**config.mk**
```make
export PLATFORM = sky130hd
export DESIGN_NAME = exe_mdu_sequencer
export DESIGN_NICKNAME = d
export VERILOG_FILES = /design/src/rtl/exe_mdu_sequencer.sv
export SDC_FILE = /design/constraint.sdc
export NUM_CORES = 1
export LEC_CHECK = 0
export BUFFER_PORTS_ARGS = -buffer_cell sky130_fd_sc_hd__buf_2
export CAP_MARGIN = 40
export CELL_PAD_IN_SITES_DETAIL_PLACEMENT = 0
export CELL_PAD_IN_SITES_GLOBAL_PLACEMENT = 2
export CORE_MARGIN = 2
export CORE_UTILIZATION = 39
export DETAILED_ROUTE_END_ITERATION = 10
export PLACE_DENSITY = 0.87
export RECOVER_POWER = 100
export SLEW_MARGIN = 10
export SYNTH_ARGS = -nofsm -noshare
export SYNTH_HDL_FRONTEND = slang
export SYNTH_SLANG_ARGS = --single-unit
```
**constraint.sdc**
```tcl
create_clock -name clk -period 12.5 [get_ports clk]
set_clock_uncertainty 0.15 [all_clocks]
set_input_delay 2.5 -clock clk [delete_from_list [all_inputs] [get_ports clk]]
set_output_delay 2.5 -clock clk [all_outputs]
set_load 0.005 [all_outputs]
```
**src/rtl/exe_mdu_sequencer.sv**
```systemverilog
// Iterative multiply/divide sequencer beside the EXE-stage ALU; results land in HI/LO.
// Build option: MDU_EARLY_OUT_EN ends a multiply early once the remaining multiplier bits are zero.
module exe_mdu_sequencer #(
   parameter int WIDTH = 32,
   parameter int CNT_W = 6
) (
   input  logic             clk,
   input  logic             rst,
   input  logic             start,
   input  logic [1:0]       op,
   input  logic [WIDTH-1:0] val1,
   input  logic [WIDTH-1:0] val2,
   input  logic             flush,
   output logic             freeze,
   output logic             busy,
   output logic             done,
   output logic [WIDTH-1:0] hi,
   output logic [WIDTH-1:0] lo
);

   // state | meaning
   // IDLE  | waiting for a command
   // BUSY  | one multiply/divide iteration per cycle
   // DONE  | hi/lo hold the new result, done pulses
   typedef enum logic [1:0] {S_IDLE, S_BUSY, S_DONE} state_t;

   state_t             state, state_nxt;
   logic [CNT_W-1:0]   count;
   logic [2*WIDTH-1:0] acc, mcand;
   logic [WIDTH-1:0]   shreg;
   logic               is_div, neg_res, neg_rem;

   logic               accept, div_zero, last_iter, ge;
   logic [WIDTH-1:0]   mag1, mag2;
   logic [2*WIDTH-1:0] acc_step, prod_fix;
   logic [WIDTH:0]     rem_sh, rem_sub;
   logic [WIDTH-1:0]   rem_step, quo_step, rem_fix, quo_fix;

   assign accept   = (state == S_IDLE) && start && !flush;
   assign div_zero = op[1] && (val2 == '0);
   assign mag1     = (op[0] && val1[WIDTH-1]) ? -val1 : val1;
   assign mag2     = (op[0] && val2[WIDTH-1]) ? -val2 : val2;

   // Multiply: acc accumulates the left-shifting multiplicand for each set multiplier bit.
   assign acc_step = shreg[0] ? (acc + mcand) : acc;
   assign prod_fix = neg_res ? -acc_step : acc_step;

   // Restoring divide: partial remainder in acc[WIDTH-1:0], divisor in mcand[WIDTH-1:0].
   assign rem_sh   = {acc[WIDTH-1:0], shreg[WIDTH-1]};
   assign rem_sub  = rem_sh - {1'b0, mcand[WIDTH-1:0]};
   assign ge       = !rem_sub[WIDTH];
   assign rem_step = ge ? rem_sub[WIDTH-1:0] : rem_sh[WIDTH-1:0];
   assign quo_step = {shreg[WIDTH-2:0], ge};
   assign quo_fix  = neg_res ? -quo_step : quo_step;
   assign rem_fix  = neg_rem ? -rem_step : rem_step;

`ifdef MDU_EARLY_OUT_EN
   assign last_iter = (count == CNT_W'(1)) || (!is_div && (shreg[WIDTH-1:1] == '0));
`else
   assign last_iter = (count == CNT_W'(1));
`endif

   always_ff @(posedge clk) begin
      if (rst) state <= S_IDLE;
      else     state <= state_nxt;
   end

   always_comb begin
      state_nxt = state;
      case (state)
         S_IDLE:  if (accept) state_nxt = div_zero ? S_DONE : S_BUSY;
         S_BUSY:  if (flush) state_nxt = S_IDLE;
                  else if (last_iter) state_nxt = S_DONE;
         S_DONE:  state_nxt = S_IDLE;
         default: state_nxt = S_IDLE;
      endcase
   end

   always_comb begin
      busy   = (state != S_IDLE);
      done   = (state == S_DONE);
      freeze = !rst && (accept || (state == S_BUSY));
   end

   always_ff @(posedge clk) begin
      if (rst) begin
         count   <= '0;
         acc     <= '0;
         mcand   <= '0;
         shreg   <= '0;
         is_div  <= 1'b0;
         neg_res <= 1'b0;
         neg_rem <= 1'b0;
         hi      <= '0;
         lo      <= '0;
      end else begin
         case (state)
            S_IDLE: if (accept) begin
               count   <= CNT_W'(WIDTH);
               is_div  <= op[1];
               neg_res <= op[0] && (val1[WIDTH-1] ^ val2[WIDTH-1]);
               neg_rem <= op[0] && val1[WIDTH-1];
               acc     <= '0;
               if (op[1]) begin
                  mcand <= {{WIDTH{1'b0}}, mag2};
                  shreg <= mag1;
               end else begin
                  mcand <= {{WIDTH{1'b0}}, mag1};
                  shreg <= mag2;
               end
               if (div_zero) begin
                  hi <= val1;
                  lo <= '1;
               end
            end
            S_BUSY: if (!flush) begin
               count <= count - CNT_W'(1);
               if (is_div) begin
                  acc   <= {{WIDTH{1'b0}}, rem_step};
                  shreg <= quo_step;
               end else begin
                  acc   <= acc_step;
                  mcand <= mcand << 1;
                  shreg <= shreg >> 1;
               end
               // Result is registered on the way into DONE so it is visible while done pulses.
               if (last_iter) begin
                  if (is_div) begin
                     hi <= rem_fix;
                     lo <= quo_fix;
                  end else begin
                     {hi, lo} <= prod_fix;
                  end
               end
            end
            default: ;
         endcase
      end
   end

endmodule

```
* Word-level counts from Yosys, hierarchy flattened *
Cells that the tools add are included.

word-level totals
  bits of input ports = 70
  bits in writable memories = 0
  memories = 0
  register bits = 235
  output and inout port bits = 67
  bits in latches = 0
  memory bits (read-only) = 0
  logic and storage cells = 89

cells by class
  divide/modulo/power cells = 0
  multiplexer cells = 41
  shift operators = 0
  $mul = 0
  bitwise operators = 1
  reductions and logical operators = 20
  order comparisons = 0
  equality and inequality tests = 9
  $add $sub $neg = 8

operator list
  operator                                                            count
  32-bit 2-to-1 mux                                                   20
  64-bit 2-to-1 mux                                                   8
  64-bit one-hot mux with 2 select lines                              2
  32-bit one-hot mux with 2 select lines                              3
  32-bit negator                                                      4
  64-bit adder                                                        1
  64-bit negator                                                      1
  33-bit by 32-bit subtractor with 33-bit output                      1
  32-bit zero test                                                    1
  6-bit 2-to-1 mux                                                    2
  6-bit one-hot mux with 2 select lines                               1
  2-bit != test, second input constant                                5
  2-bit 2-to-1 mux                                                    4
  1-bit logical AND                                                   7
  6-bit by 1-bit == test with 1-bit output, second input constant     1
  6-bit by 1-bit subtractor with 6-bit output, second input constant  1
  5-bit AND reduction                                                 1
  2-bit one-hot mux with 2 select lines                               1
  2-bit AND reduction                                                 2
  4-bit AND reduction                                                 1
  2-bit nonzero test                                                  2
  1-bit zero test                                                     3
  3-bit != test, second input constant                                1
  3-bit AND reduction                                                 1
  other kinds (5)                                                     5

* Depth between registers and ports, before layout *
Gate-level depths: netlist of the first run.

  depth after elaboration = 8
  gate-level depth with buffers = 26
  gate-level depth less buffers = 23

* Worst setup path before layout of the first run *
OpenSTA, ideal clock, no wires.

  path type = input to output
  start = input rst
  end = output freeze
  slack = 6.384 ns
  stages = 4
  arrival time = 3.466 ns
  path through = buf_1 > clkbuf_1 > clkbuf_1 > a21oi_1

between the ends
  word-level cells in the longest chain between the ends = 2

ends and longest elaborated chain
  element            RTL line  source
  start, declared    8         input logic rst,
  1-bit zero test    82        freeze = !rst && (accept || (state == S_BUSY));
  1-bit logical AND  82
  end, declared      14        output logic freeze,

Every way passes these cells.

* Worst setup path in the final report of the first run *
  start = input val2[18]
  end = register hi[27]

between the ends
  word-level cells in the longest chain between the ends = 4

ends and longest elaborated chain
  element                               RTL line  source
  start, declared                       12        input logic [WIDTH-1:0] val2,
  32-bit zero test                      40        assign div_zero = op[1] && (val2 == '0);
  1-bit logical AND                     40
  2-bit != test (no source line)        --
  5-bit AND reduction (no source line)  --
  end signal, assigned                  112       hi <= val1;
  end signal, assigned                  129       hi <= rem_fix;
  end signal, assigned                  132       {hi, lo} <= prod_fix;
  end, declared                         17        output logic [WIDTH-1:0] hi,

Every way passes these cells.
A chain may end at the register's enable or synchronous reset.

==> results.md, run 1 <==
* DIE WIDTH at between 200 and 300 um
* Setup ws final at a little under 4 ns
* Core area at 61700 um2
* Status: finished with violations
* VDD IR max at 0.115 mV
* Main combinational cell family by area after synthesis: compound AO/OA/AOI/OAI gates
* GPL Wtd Cong at between 1 and 1.5
* Hold Path Cell Cnt at 2
* Root buffer cell: clkbuf_16
* Vias in the first global route at 26500
* Failing checks: max-capacitance violations, max-slew violations
* Initial core utilization at between 30% and 40%
* Critical Path Sink Type: register
* Worst Tran Pin Value at approximately 3.1 ns
* Final setup vio count at 0
* Area growth syn-to-layout at 8.87%
* HPWL after detailed placement at about 95 mm
* Synth Flop Type: dfxtp_1
* Async SR Flop Fraction at 0%
* Cts hold-fix bufs at 0
* Crit-path cells: clkbuf_1, or4_1, or3_1, or4_1, or4_1, nor4_1, or2b_2, and3_2, clkbuf_1, nor2_1, nand2_1, nor4b_1, nor2_1
* Mapped Area at 24300 um2
* Worst hold slack at between 0.3 and 0.4 ns
* Synth top cells by count: nor2_1 (437), nand2_1 (343), a21oi_1 (266)
* P_leak at just under 10 nW
* Min cycle time layout at roughly 8.6 ns
* DR iter-0 viols at 3291
* Yosys reg bits at approximately 240
* Adder-cell share of the synthesized area at ~5.4%
* Slew margin rel. at -105%
* Post-route ant nets at 0
* TritonCTS sink count at 235
* Critical path's largest stage delay at roughly 1.6 ns
* Slowest-stage cell, CP: clkbuf_1
* Layout cell share with drive strength beyond 1 at 8.19%
* Post-synth top area share at 19.4%
* Post-Route Setup TNS at 0 ns
* Pwr/cell area at 99.4 nW/um2
* Critical Path Fanout Max at between 40 and 50
* Top cell by count, worst path: or4_1
* Yosys warnings at 0
* CTS tree: yes
* Total number of vias at 28600
* GR Overflow Total at 0
* PostCTS Resize Cnt at 0
* Worst skew pair latency at roughly 0.63 ns
* Simple-gate share of the synthesized area at between 20 and 30%
* Drc violations at 0
* Class of the worst hold path: reg2reg
* FF-to-FF path depth at 22
* Clk pin slew, worst setup/hold paths at 0.06 ns
* Die H at approximately 250 um
* Vias per Instance at roughly 6.6
* Drt total wl at 122 mm
* Synth Area in Compound Gates at around 33%
* Mux share of post-synthesis cell area at under 10%
* Tot GR Track Use at a little under two fifths
* Post-synthesis sequential area ratio at 19.4%
* Io pins at 137
* Max-cap check violation count at 8
* Synth area leader: dfxtp_1
* Die area at 64400 um2
* Most frequent cell after synthesis: nor2_1
* Syn_nets at between 3000 and 4000
* Post-CTS Setup Inserts at 0
* FP Rows at ~90
* Largest net degree at the start of global routing at 128
* Overall power at approximately 2.6 mW
* Unrepaired setup endpoints after global routing: false
* Fin cells at 4320
* Crit Path Class: in2reg
* IO Port Bufs at approximately 140
* Total CTS buffers at 31
* Final worst-path cycle share at 68.7%
* Post-place setup slack at roughly 5.2 ns
* Longest Clk Path Bufs at 3
* First-pass GRT wire length at ~180 mm
* Area contributors post-synth: dfxtp_1 (19%), nor2_1 (6.7%), a21oi_1 (5.5%)
* Placed cells at between 4000 and 5000
* Worst path required time at ~13 ns
* Syn Inst Count at about 3500
* Routed WL per cell at approximately 28 um
* Startpoint Class: primary input
* Syn Area/Cell at roughly 7 um2
* Worst Path Arrival at 8.92 ns
* Post-Synth XOR/XNOR Area at between 5 and 6%
* Count of different cell masters after synthesis at approximately 110
* Final hold vios at 0
* Post-synth EDFFs at 0
* Max frequency at 116 MHz
* H-tree Lvls at 1
* First-pass DRT Iterations at 6
* Antenna violations before repair at 7
* Fin. max-slew vios at ~320
* Nets at between 3000 and 4000
## power breakdown
part           switching (mW)  leakage (nW)  internal [mW]  total (mW)
sequential             0.0564          1.91          0.780       0.837
combinational           0.597          7.25          0.266       0.863
clock                   0.396         0.508          0.535       0.931
## flip-flops by register name (all words and copies together) (netlist names)
signal,cells
neg_res,1
count,6
shreg,32
acc,64
lo,32
mcand,64
is_div,1
neg_rem,1
state,2
hi,32
## placed cells by master (no fill, tap or decap), types with 26 or more instances in the layout
cell         n
o21ai_0    223
buf_4       44
a31oi_1     46
nor2_1     435
buf_2       90
o21a_1      38
a21oi_1    266
nor2b_1     30
a21o_1      29
nand2_1    342
o31ai_1     42
dfxtp_1    232
xnor2_1     86
inv_1       80
and2_1      35
ha_1       102
clkbuf_1    73
a22oi_1     70
or3_1       50
mux2i_1     66
nor4_1      33
nand3_1     86
o211ai_1    31
a221oi_1    26
or4_1       26
xor2_1      65
nand4_1     63
nand2b_1    28
nor3_1     133
a211oi_1   144
clkbuf_16   31
## layer usage
layer	GRT usage (%)	wire length, um
met3	5.88	9860
met1	47.5	50700
met5	0	91
met4	20.5	7720
met2	58.5	53900
## worst max-delay path, delay by kind of cell
kind	cells	cell delay [ns]
simple gates	11	4.66
buf+inv	2	1.74
## layout make-up
class / count / area (um2)
diodes: 2 / 5.00
inverters: 83 / 312
flip-flops and latches: 235 / 4710
clock buffers: 44 / 895
fillers: 6587 / 35200
multi-input cells: 2898 / 18200
repair buffers: 208 / 1130
clock inverters: 13 / 121
well taps: 837 / 1050
## cell families after synthesis
| group | count (synthesis) |
|---|---|
| muxes | 78 |
| xor gates and xnor gates | 151 |
| buffers and inverters | 342 |
| adders and majority gates | 104 |
| and+or+nand+nor | 1399 |
| DFF | 235 |
| AOI/OAI and AO/OA | 1166 |
## worst paths after layout
check / endpoint / slack [ns] / startpoint
hold / removal: lo[1] / 0.35 / lo[1]
hold reg to reg: lo[1] / 0.35 / lo[1]
setup / recovery: hi[27] / 3.91 / val2[18]
setup reg to reg: hi[18] / 4.45 / shreg[31]
## per-stage QoR
stage | util (%) | instance area [um2]
detailed placement | 41.6 | 25600
floorplan | - | 24300
global route | 42.9 | 26500
finish | 42.9 | 26500
global placement | 41.3 | 25500
CTS | 43.2 | 26700
Note: power is estimated with default switching activity, not from simulation.
==> run 2: changes to the inputs <==
Settings changed: CORE_UTILIZATION 39 to 33, PLACE_DENSITY 0.87 to 0.78.
Clock period 12.5 ns to 7.7 ns, I/O delays scaled along.
==> results.md, run 2 (synthesis gave the netlist of run 1 again) <==
* Status: finished with violations
* Failing checks: max-capacitance violations, max-slew violations
* Final setup vio count at 0
* Reg2Reg Launch Point: shreg[31]
* Tot GR Track Use at roughly 31%
* Nets at 3644
* Slew margin rel. at -64.1%
* Longest Clk Path Bufs at 3
* GR Overflow Total at 0
* Vias per Instance at between 6 and 7
* Hold Startpoint: neg_rem
* Antenna violations before repair at 9
* Fin. max-slew vios at 234
* FP Rows at 99
* Cts hold-fix bufs at 0
* Layout cell share with drive strength beyond 1 at under 10%
* Clk pin slew, worst setup/hold paths at roughly 0.070 ns
* Routed WL per cell at between 20 and 30 um
* Regs by FF count: acc x64, mcand x64
* Drt total wl at ~120 mm
* Core area at 73000 um2
* First-pass GRT wire length at 176 mm
* Critical Path Start: flush
* Final hold vios at 0
* CTS tree: yes
* Max-cap check violation count at 6
* Post-CTS Setup Inserts at 0
* Max frequency at between 100 and 150 MHz
* Most common cell after layout, fill and taps aside: nor2_1
* Worst reg2reg setup slack at between 0.8 and 0.9 ns
* Unrepaired setup endpoints after global routing: false
* PostCTS Resize Cnt at 0
* Die area at ~76000 um2
* H-tree Lvls at 1
* Io pins at roughly 140
* Worst skew pair latency at between 0.6 and 0.7 ns
* Min cycle time layout at around 7 ns
* DIE WIDTH at roughly 280 um
* Hold Path Cell Cnt at 2
* Largest net degree at the start of global routing at between 90 and 100
* Post-route ant nets at 0
* Pwr/cell area at 164 nW/um2
* Initial core utilization at about a third
* Worst Path Arrival at around 7.4 ns
* DR iter-0 viols at between 3000 and 4000
* Critical Path Sink Type: register
* Drc violations at 0
* HPWL after detailed placement at around 95 mm
* Worst Tran Pin Value at ~2.5 ns
* IO Port Bufs at around 140
* Area growth syn-to-layout at 10.6%
* Crit-path cells: clkbuf_1, nand3b_1, nand2_1, clkbuf_1, nand3_1, nor2_1, o21ai_0, o41a_1, a41o_1, nor2_1
* FF-to-FF End: hi[20]
* Die H at about 280 um
* Overall power at between 4 and 5 mW
* WHS Endpoint: neg_rem
* First-pass DRT Iterations at 6
* Critical path's largest stage delay at about 1.6 ns
* Slowest-stage cell, CP: clkbuf_1
* Worst path required time at approximately 8.1 ns
* Most frequent cells in the layout: nor2_1 (434), nand2_1 (342), a21oi_1 (266)
* Crit Path Class: in2reg
* FF-to-FF path depth at 24
* TritonCTS sink count at approximately 240
* Root buffer cell: clkbuf_16
* Vias in the first global route at between 20000 and 30000
* Critical Path Fanout Max at 38
* Final worst-path cycle share at about nine tenths
* Startpoint Class: primary input
* GPL Wtd Cong at about 1
* Class of the worst hold path: reg2reg
* P_leak at 9.77 nW
* VDD IR max at between 0.15 and 0.2 mV
* Total CTS buffers at 31
* Total number of vias at between 20000 and 30000
* Post-Route Setup TNS at 0 ns
## run 2: worst max path at each step
stage             end  slack (ns)  cells after the start
6_report       hi[27]        0.72                     10
5_1_grt        hi[27]        0.52                     10
4_1_cts        hi[20]        1.47                     24
3_5_place_dp   hi[20]        1.50                     24
3_3_place_gp   hi[20]        1.58                     24
2_1_floorplan  hi[30]        1.85                     21
## run 2: through the flow
| step | setup WS [ns] | utilization [%] | hold WS, ns | area, um2 | std cells |
|---|---|---|---|---|---|
| global placement | 1.58 | 35.2 | 0.332 | 25700 | 4372 |
| finish | 0.720 | 36.9 | 0.337 | 26900 | 4458 |
| global route | 0.525 | 36.8 | 0.352 | 26900 | 4453 |
| CTS | 1.47 | 37.1 | 0.338 | 27000 | 4452 |
| floorplan | 1.85 | - | 0.292 | 24300 | 3475 |
| detailed placement | 1.50 | 35.5 | 0.325 | 25900 | 4395 |
## run 2: worst max-delay path, delay by kind of cell
family / cells / cell delay [ns]
AO/OA/AOI/OAI: 3 / 0.91
buffers and inverters: 2 / 2.06
AND/OR/NAND/NOR: 5 / 2.86
## run 2: final cells by class
cell class / count / area (um2)
repair buffers: 221 / 1240
inverters: 83 / 312
diodes: 5 / 12.5
multi-input cells: 2898 / 18300
clock inverters: 15 / 228
clock buffers: 42 / 907
fillers: 7853 / 46100
flip-flops and latches: 235 / 4710
well taps: 959 / 1200
## run 2: routing by layer
| layer | up-vias | track usage, % | part of all wire (%) |
|---|---|---|---|
| met5 | - | 0 | 0.047 |
| met4 | 8 | 16.2 | 6.0 |
| met3 | 274 | 5.78 | 7.8 |
| met2 | 1188 | 48.5 | 44 |
| met1 | 13400 | 40.0 | 42 |
| li1 | 13100 | - | - |
## run 2: report_power, final
part / switching (mW) / total (mW) / internal [mW]
logic: 0.963 / 1.40 / 0.435
clock network: 0.653 / 1.67 / 1.02
registers: 0.0880 / 1.35 / 1.27
total: 1.70 / 4.42 / 2.72
